File: config.mk
export PLATFORM = sky130hd
export DESIGN_NAME = mm_bus_arbiter
export DESIGN_NICKNAME = d
export VERILOG_FILES = /design/src/rtl/mm_bus_arbiter.sv
export SDC_FILE = /design/constraint.sdc
export NUM_CORES = 1
export LEC_CHECK = 0
export CAP_MARGIN = 10
export CORE_ASPECT_RATIO = 0.8
export CORE_MARGIN = 2
export CORE_UTILIZATION = 38
export DETAILED_ROUTE_END_ITERATION = 8
export DONT_BUFFER_PORTS = 1
export GPL_TIMING_DRIVEN = 0
export SETUP_SLACK_MARGIN = 0.5
export SYNTH_ARGS = -nofsm -noshare
export SYNTH_HDL_FRONTEND = slang
export SYNTH_SLANG_ARGS = --single-unit
export TNS_END_PERCENT = 1
File: constraint.sdc
create_clock -name clk -period 3.1 [get_ports clk]
set_clock_uncertainty 0.1 [all_clocks]
set_input_delay 0.155 -clock clk [delete_from_list [all_inputs] [get_ports clk]]
set_output_delay 0.155 -clock clk [all_outputs]
set_load 0.05 [all_outputs]
File: src/rtl/mm_bus_arbiter.sv
// Two-master round-robin arbiter for the external memory-mapped bus.
// Single-beat request/ack transfers; slow slaves are absorbed via mm_rdy with a timeout.
//
// state | meaning
// IDLE  | no transfer in flight, arbitrating between pending requests
// BUSY  | strobes asserted on the external bus, waiting for mm_rdy or timeout
// ACK   | one-cycle completion pulse to the owning master
module mm_bus_arbiter #(
    parameter int AW      = 16,
    parameter int DW      = 16,
    parameter int TIMEOUT = 15,
    parameter int CW      = 8
) (
    input  logic          clk,
    input  logic          rst,

    input  logic          m0_req,
    input  logic          m0_we,
    input  logic [AW-1:0] m0_addr,
    input  logic [DW-1:0] m0_wdata,
    output logic          m0_ack,
    output logic          m0_err,
    output logic [DW-1:0] m0_rdata,

    input  logic          m1_req,
    input  logic          m1_we,
    input  logic [AW-1:0] m1_addr,
    input  logic [DW-1:0] m1_wdata,
    output logic          m1_ack,
    output logic          m1_err,
    output logic [DW-1:0] m1_rdata,

    output logic          mm_re,
    output logic          mm_we,
    output logic [AW-1:0] mm_addr,
    output logic [DW-1:0] mm_wdata,
    input  logic [DW-1:0] mm_rdata,
    input  logic          mm_rdy,

    output logic          busy
);

    typedef enum logic [1:0] {
        IDLE = 2'd0,
        BUSY = 2'd1,
        ACK  = 2'd2
    } state_t;

    state_t        state;
    state_t        state_nxt;

    logic          last_gnt;
    logic          owner;
    logic          we_q;
    logic [CW-1:0] cnt;

    logic          grant;
    logic          grant_id;
    logic          sel_we;
    logic [AW-1:0] sel_addr;
    logic [DW-1:0] sel_wdata;
    logic          timeout_hit;
    logic          beat_done;

    // On a tie the master that did not win last time is served.
    always_comb begin
        grant     = m0_req | m1_req;
        grant_id  = (m0_req & m1_req) ? ~last_gnt : m1_req;
        sel_we    = grant_id ? m1_we    : m0_we;
        sel_addr  = grant_id ? m1_addr  : m0_addr;
        sel_wdata = grant_id ? m1_wdata : m0_wdata;
    end

    assign timeout_hit = (cnt == CW'(TIMEOUT - 1));
    assign beat_done   = mm_rdy | timeout_hit;
    assign busy        = (state != IDLE);

    always_ff @(posedge clk) begin
        if (rst) begin
            state <= IDLE;
        end else begin
            state <= state_nxt;
        end
    end

    always_comb begin
        state_nxt = state;
        case (state)
            IDLE:    if (grant) state_nxt = BUSY;
            BUSY:    if (beat_done) state_nxt = ACK;
            ACK:     state_nxt = IDLE;
            default: state_nxt = IDLE;
        endcase
    end

    always_ff @(posedge clk) begin
        if (rst) begin
            last_gnt <= 1'b1;
            owner    <= 1'b0;
            we_q     <= 1'b0;
            cnt      <= '0;
            mm_re    <= 1'b0;
            mm_we    <= 1'b0;
            mm_addr  <= '0;
            mm_wdata <= '0;
            m0_ack   <= 1'b0;
            m0_err   <= 1'b0;
            m0_rdata <= '0;
            m1_ack   <= 1'b0;
            m1_err   <= 1'b0;
            m1_rdata <= '0;
        end else begin
            case (state)
                IDLE: begin
                    if (grant) begin
                        owner    <= grant_id;
                        we_q     <= sel_we;
                        mm_re    <= ~sel_we;
                        mm_we    <= sel_we;
                        mm_addr  <= sel_addr;
                        mm_wdata <= sel_wdata;
                        cnt      <= '0;
                    end
                end
                BUSY: begin
                    if (beat_done) begin
                        mm_re    <= 1'b0;
                        mm_we    <= 1'b0;
                        mm_addr  <= '0;
                        mm_wdata <= '0;
                        m0_ack   <= ~owner;
                        m1_ack   <= owner;
                        // rdy on the final count still counts as success
                        m0_err   <= ~owner & ~mm_rdy;
                        m1_err   <= owner & ~mm_rdy;
                        if (!we_q) begin
                            if (owner) m1_rdata <= mm_rdy ? mm_rdata : '0;
                            else       m0_rdata <= mm_rdy ? mm_rdata : '0;
                        end
                    end else if (cnt != '1) begin
                        cnt <= cnt + CW'(1);
                    end
                end
                ACK: begin
                    m0_ack   <= 1'b0;
                    m0_err   <= 1'b0;
                    m1_ack   <= 1'b0;
                    m1_err   <= 1'b0;
                    last_gnt <= owner;
                end
                default: ;
            endcase
        end
    end

endmodule

==> flow_summary.toml <==
[run_status]
run_status = "complete, no violations"

[die]
die_y_um = 94.9
top_level_ports = 158
row_count = 33
die_w_um = 118
initial_core_util_pct = 38.7
core_area_um2 = 10200
die_area_um2 = 11200

[clock_tree]
ctsRootBufferMaster = "sky130_fd_sc_hd__clkbuf_16"
ctsLongestPathBuffers = 2
numCtsBuffers = 9
tritoncts = "yes"
postCtsSetupRepairBufs = 0
h-tree-depth = 3
clkSinkCount = 83
clk_pin_slew_worst_paths_ns = 0.06
clkLatencyLatePin_ns = 0.32

[placed_design]
number_of_i_o_port_buffers = 0
placedCellCount = 558
routabilityCongestion = 0.793
placedInstanceArea_um2 = 4100
dp_hpwl_um = 7340

[synthesis]
synth_commonest_cells = "83 x sky130_fd_sc_hd__dfxtp_1, 37 x sky130_fd_sc_hd__nand2_1, 37 x sky130_fd_sc_hd__o211ai_1, 35 x sky130_fd_sc_hd__a21oi_1, 35 x sky130_fd_sc_hd__nand2b_1"
yosys.area.top_type = "sky130_fd_sc_hd__dfxtp_1"
synth_seq_area_share_pct = 42.3
synth.net_count = 507
post_synth_instance_area_um2 = 3930
synth_top_cells_by_area = "sky130_fd_sc_hd__dfxtp_1 42%, sky130_fd_sc_hd__mux2_2 9.2%, sky130_fd_sc_hd__mux2i_1 8.4%"
postSynthAreaPerCell_um2 = 9.40
synth-edff-count = 0
synth_flop_cell = "sky130_fd_sc_hd__dfxtp_1"
yosysWarnings = 0
post-synth-top-count-cell = "sky130_fd_sc_hd__dfxtp_1"
synth.top_cell.area_share_pct = 42.3
syn_inst = 418
synthArstFlopShare_pct = 0
synth.distinct_cells = 44
ys_ff_latch = 83

[route]
total_wirelength_um = 10200
detailedRoute.firstPassIterationCount = 4
route.detailed.vias_per_inst = 5.38
dr_drc_count = 0
drt-wirelength-per-cell_um = 17.2
drtIter0Drc = 115
dr_total_vias = 3174
drt.antenna.violating_nets = 0

[finish]
design_area_um2 = 4580
fraction_of_final_layout_cells_with_drive_strength_greater_than_1_pct = 13.6
flow.area_growth_from_synthesis_pct = 16.6
count_of_inserted_antenna_diode_cells = 0
layout.core_utilization_pct = 45.1
layoutNonFillerInstCount = 590
net_count_final = 534
final.fill_count = 1019

[worst_setup_path]
cp.arrival_ns = 2.59
setup.worst_path.end_class = "flip-flop"
timing_worst_setup_path_type = "flip-flop to flip-flop"
critPathRequiredTime_ns = 3.25
worstPathMaxFanout = 10
critical_path.startpoint_type = "flip-flop"

[timing]
unrepaired_setup_endpoints_after_global_routing = "true"
timing_hold_violations_final = 0
worst-slew-pin-transition_ns = 0.737
fmaxAchievable_ghz = 0.410
total_negative_slack_for_setup_checks_ns = 0
slew_viol_final = 0
layout_worst_path_cycle_share_pct = 78.7
report.final.setup_viol = 0
timing.slew.headroom_pct = 50.8
min_period_ns = 2.44

[global_routing]
initial_antenna_violation_count = 0
grt_pass1_wl_um = 16300
global_route_total_overflow = 0
grtUsageTotal_pct = 18.2
first_global_vias = 3079
pin_count_of_the_biggest_net_entering_global_routing = 15

[job]
max_cap_viol_count = 0

[pwr]
p_leak_nw = 1.74
power.density_cell_area_nw_per_um2 = 601
ir_drop_mv = 0.259
report.power.total_w = 0.00275

[min_path]
min_path_type = "input port to flip-flop"
## report_power, final
group	internal [W]	switching [W]	total [W]
clock network	0.000671	0.000429	0.00110
logic	0.000135	0.000189	0.000324
registers	0.00112	0.000207	0.00133
total	0.00193	0.000825	0.00275
## flip-flops by register name, indices dropped and copies added, names as in the netlist
name / flops
m0_ack: 1
state: 2
we_q: 1
m0_err: 1
owner: 1
m1_err: 1
m1_ack: 1
cnt: 8
mm_re: 1
last_gnt: 1
mm_we: 1
mm_wdata: 16
m1_rdata: 16
mm_addr: 16
m0_rdata: 16
## per-stage QoR
| stage | hold WS, ns | setup WS, ns |
|---|---|---|
| floorplan | 0.242 | 1.13 |
| global placement | 0.248 | 0.489 |
| detailed placement | 0.260 | 0.479 |
| CTS | 0.0150 | 0.579 |
| global route | 0.0298 | 0.470 |
| finish | 0.0217 | 0.660 |
## logic make-up after synthesis
| group | count (synthesis) | share of synthesized area, % |
|---|---|---|
| compound gates | 104 | 17.3 |
| fa+ha+maj | 2 | 0.637 |
| buf+inv | 45 | 4.97 |
| flops | 83 | 42.3 |
| mux | 65 | 17.6 |
| simple gates | 119 | 17.2 |
## cells in the final DEF (no fill, tap or decap), types with 2 or more instances in the layout
cell type                       Yosys  layout
sky130_fd_sc_hd__o31ai_1            2       2
sky130_fd_sc_hd__nand3b_1          17      17
sky130_fd_sc_hd__or3b_1             2       2
sky130_fd_sc_hd__clkbuf_2           0       2
sky130_fd_sc_hd__and3_1             2       2
sky130_fd_sc_hd__inv_1              7       7
sky130_fd_sc_hd__nand3_1            4       4
sky130_fd_sc_hd__dfxtp_1           83      83
sky130_fd_sc_hd__o211ai_1          37      37
sky130_fd_sc_hd__buf_2              3       3
sky130_fd_sc_hd__nand2_1           37      37
sky130_fd_sc_hd__a211o_1            2       2
sky130_fd_sc_hd__clkbuf_8           0       2
sky130_fd_sc_hd__a211oi_1           3       3
sky130_fd_sc_hd__a21oi_1           35      35
sky130_fd_sc_hd__a221oi_1           4       4
sky130_fd_sc_hd__nand4_1            2       2
sky130_fd_sc_hd__buf_1              5       5
sky130_fd_sc_hd__mux2_2            32      32
sky130_fd_sc_hd__buf_6              3       3
sky130_fd_sc_hd__o21ai_0            9       9
sky130_fd_sc_hd__ha_1               2       2
sky130_fd_sc_hd__dlygate4sd3_1      0      16
sky130_fd_sc_hd__nor2b_1            4       4
sky130_fd_sc_hd__clkbuf_1          27      25
sky130_fd_sc_hd__clkbuf_16          0       9
sky130_fd_sc_hd__nand2b_1          35      35
sky130_fd_sc_hd__nor2_1             9       8
sky130_fd_sc_hd__mux2i_1           33      33
## timing repair
action	4_1_cts	5_1_grt
endpoints found under the hold margin	32	0
setup endpoints to repair	15	32
resized for setup	1	3
hold buffers	16	0
## routing by layer
layer  vias to the layer above  GRT usage, %  part of all wire, %
met5                         -             0                    0
met4                         0          6.73                  1.7
met3                        13          6.34                  6.3
met2                        83          28.6                   46
met1                      1510          23.2                   46
li1                       1568             -                    -
## area by class of cell
type	count	area [um^2]	area share, %
Tap cell	140	175	3.82
Timing Repair Buffer	16	160	3.50
Sequential cell	83	1660	36.3
Clock buffer	11	253	5.52
Inverter	7	26.3	0.574
Clock inverter	5	60.1	1.31
Multi-Input combinational cell	290	2070	45.3
Buffer	38	171	3.74
## worst paths after layout
path,start,endpoint,slack [ns],depth (start not counted)
min reg2reg,we_q,we_q,0.43,2
max,state[1],mm_wdata[10],0.66,7
min,m0_we,mm_re,0.02,3
max reg2reg,state[1],mm_wdata[10],0.66,7
## critical path, cell delays in order, from the launching register on
cell and delay (ns):
sky130_fd_sc_hd__dfxtp_1 0.34, sky130_fd_sc_hd__nor2_1 0.25, sky130_fd_sc_hd__inv_1 0.33, sky130_fd_sc_hd__nor2_2 0.34, sky130_fd_sc_hd__clkbuf_2 0.30, sky130_fd_sc_hd__buf_1 0.41
sky130_fd_sc_hd__nand2_1 0.09, sky130_fd_sc_hd__a21oi_1 0.18
Power figures use the tool's default switching activity.
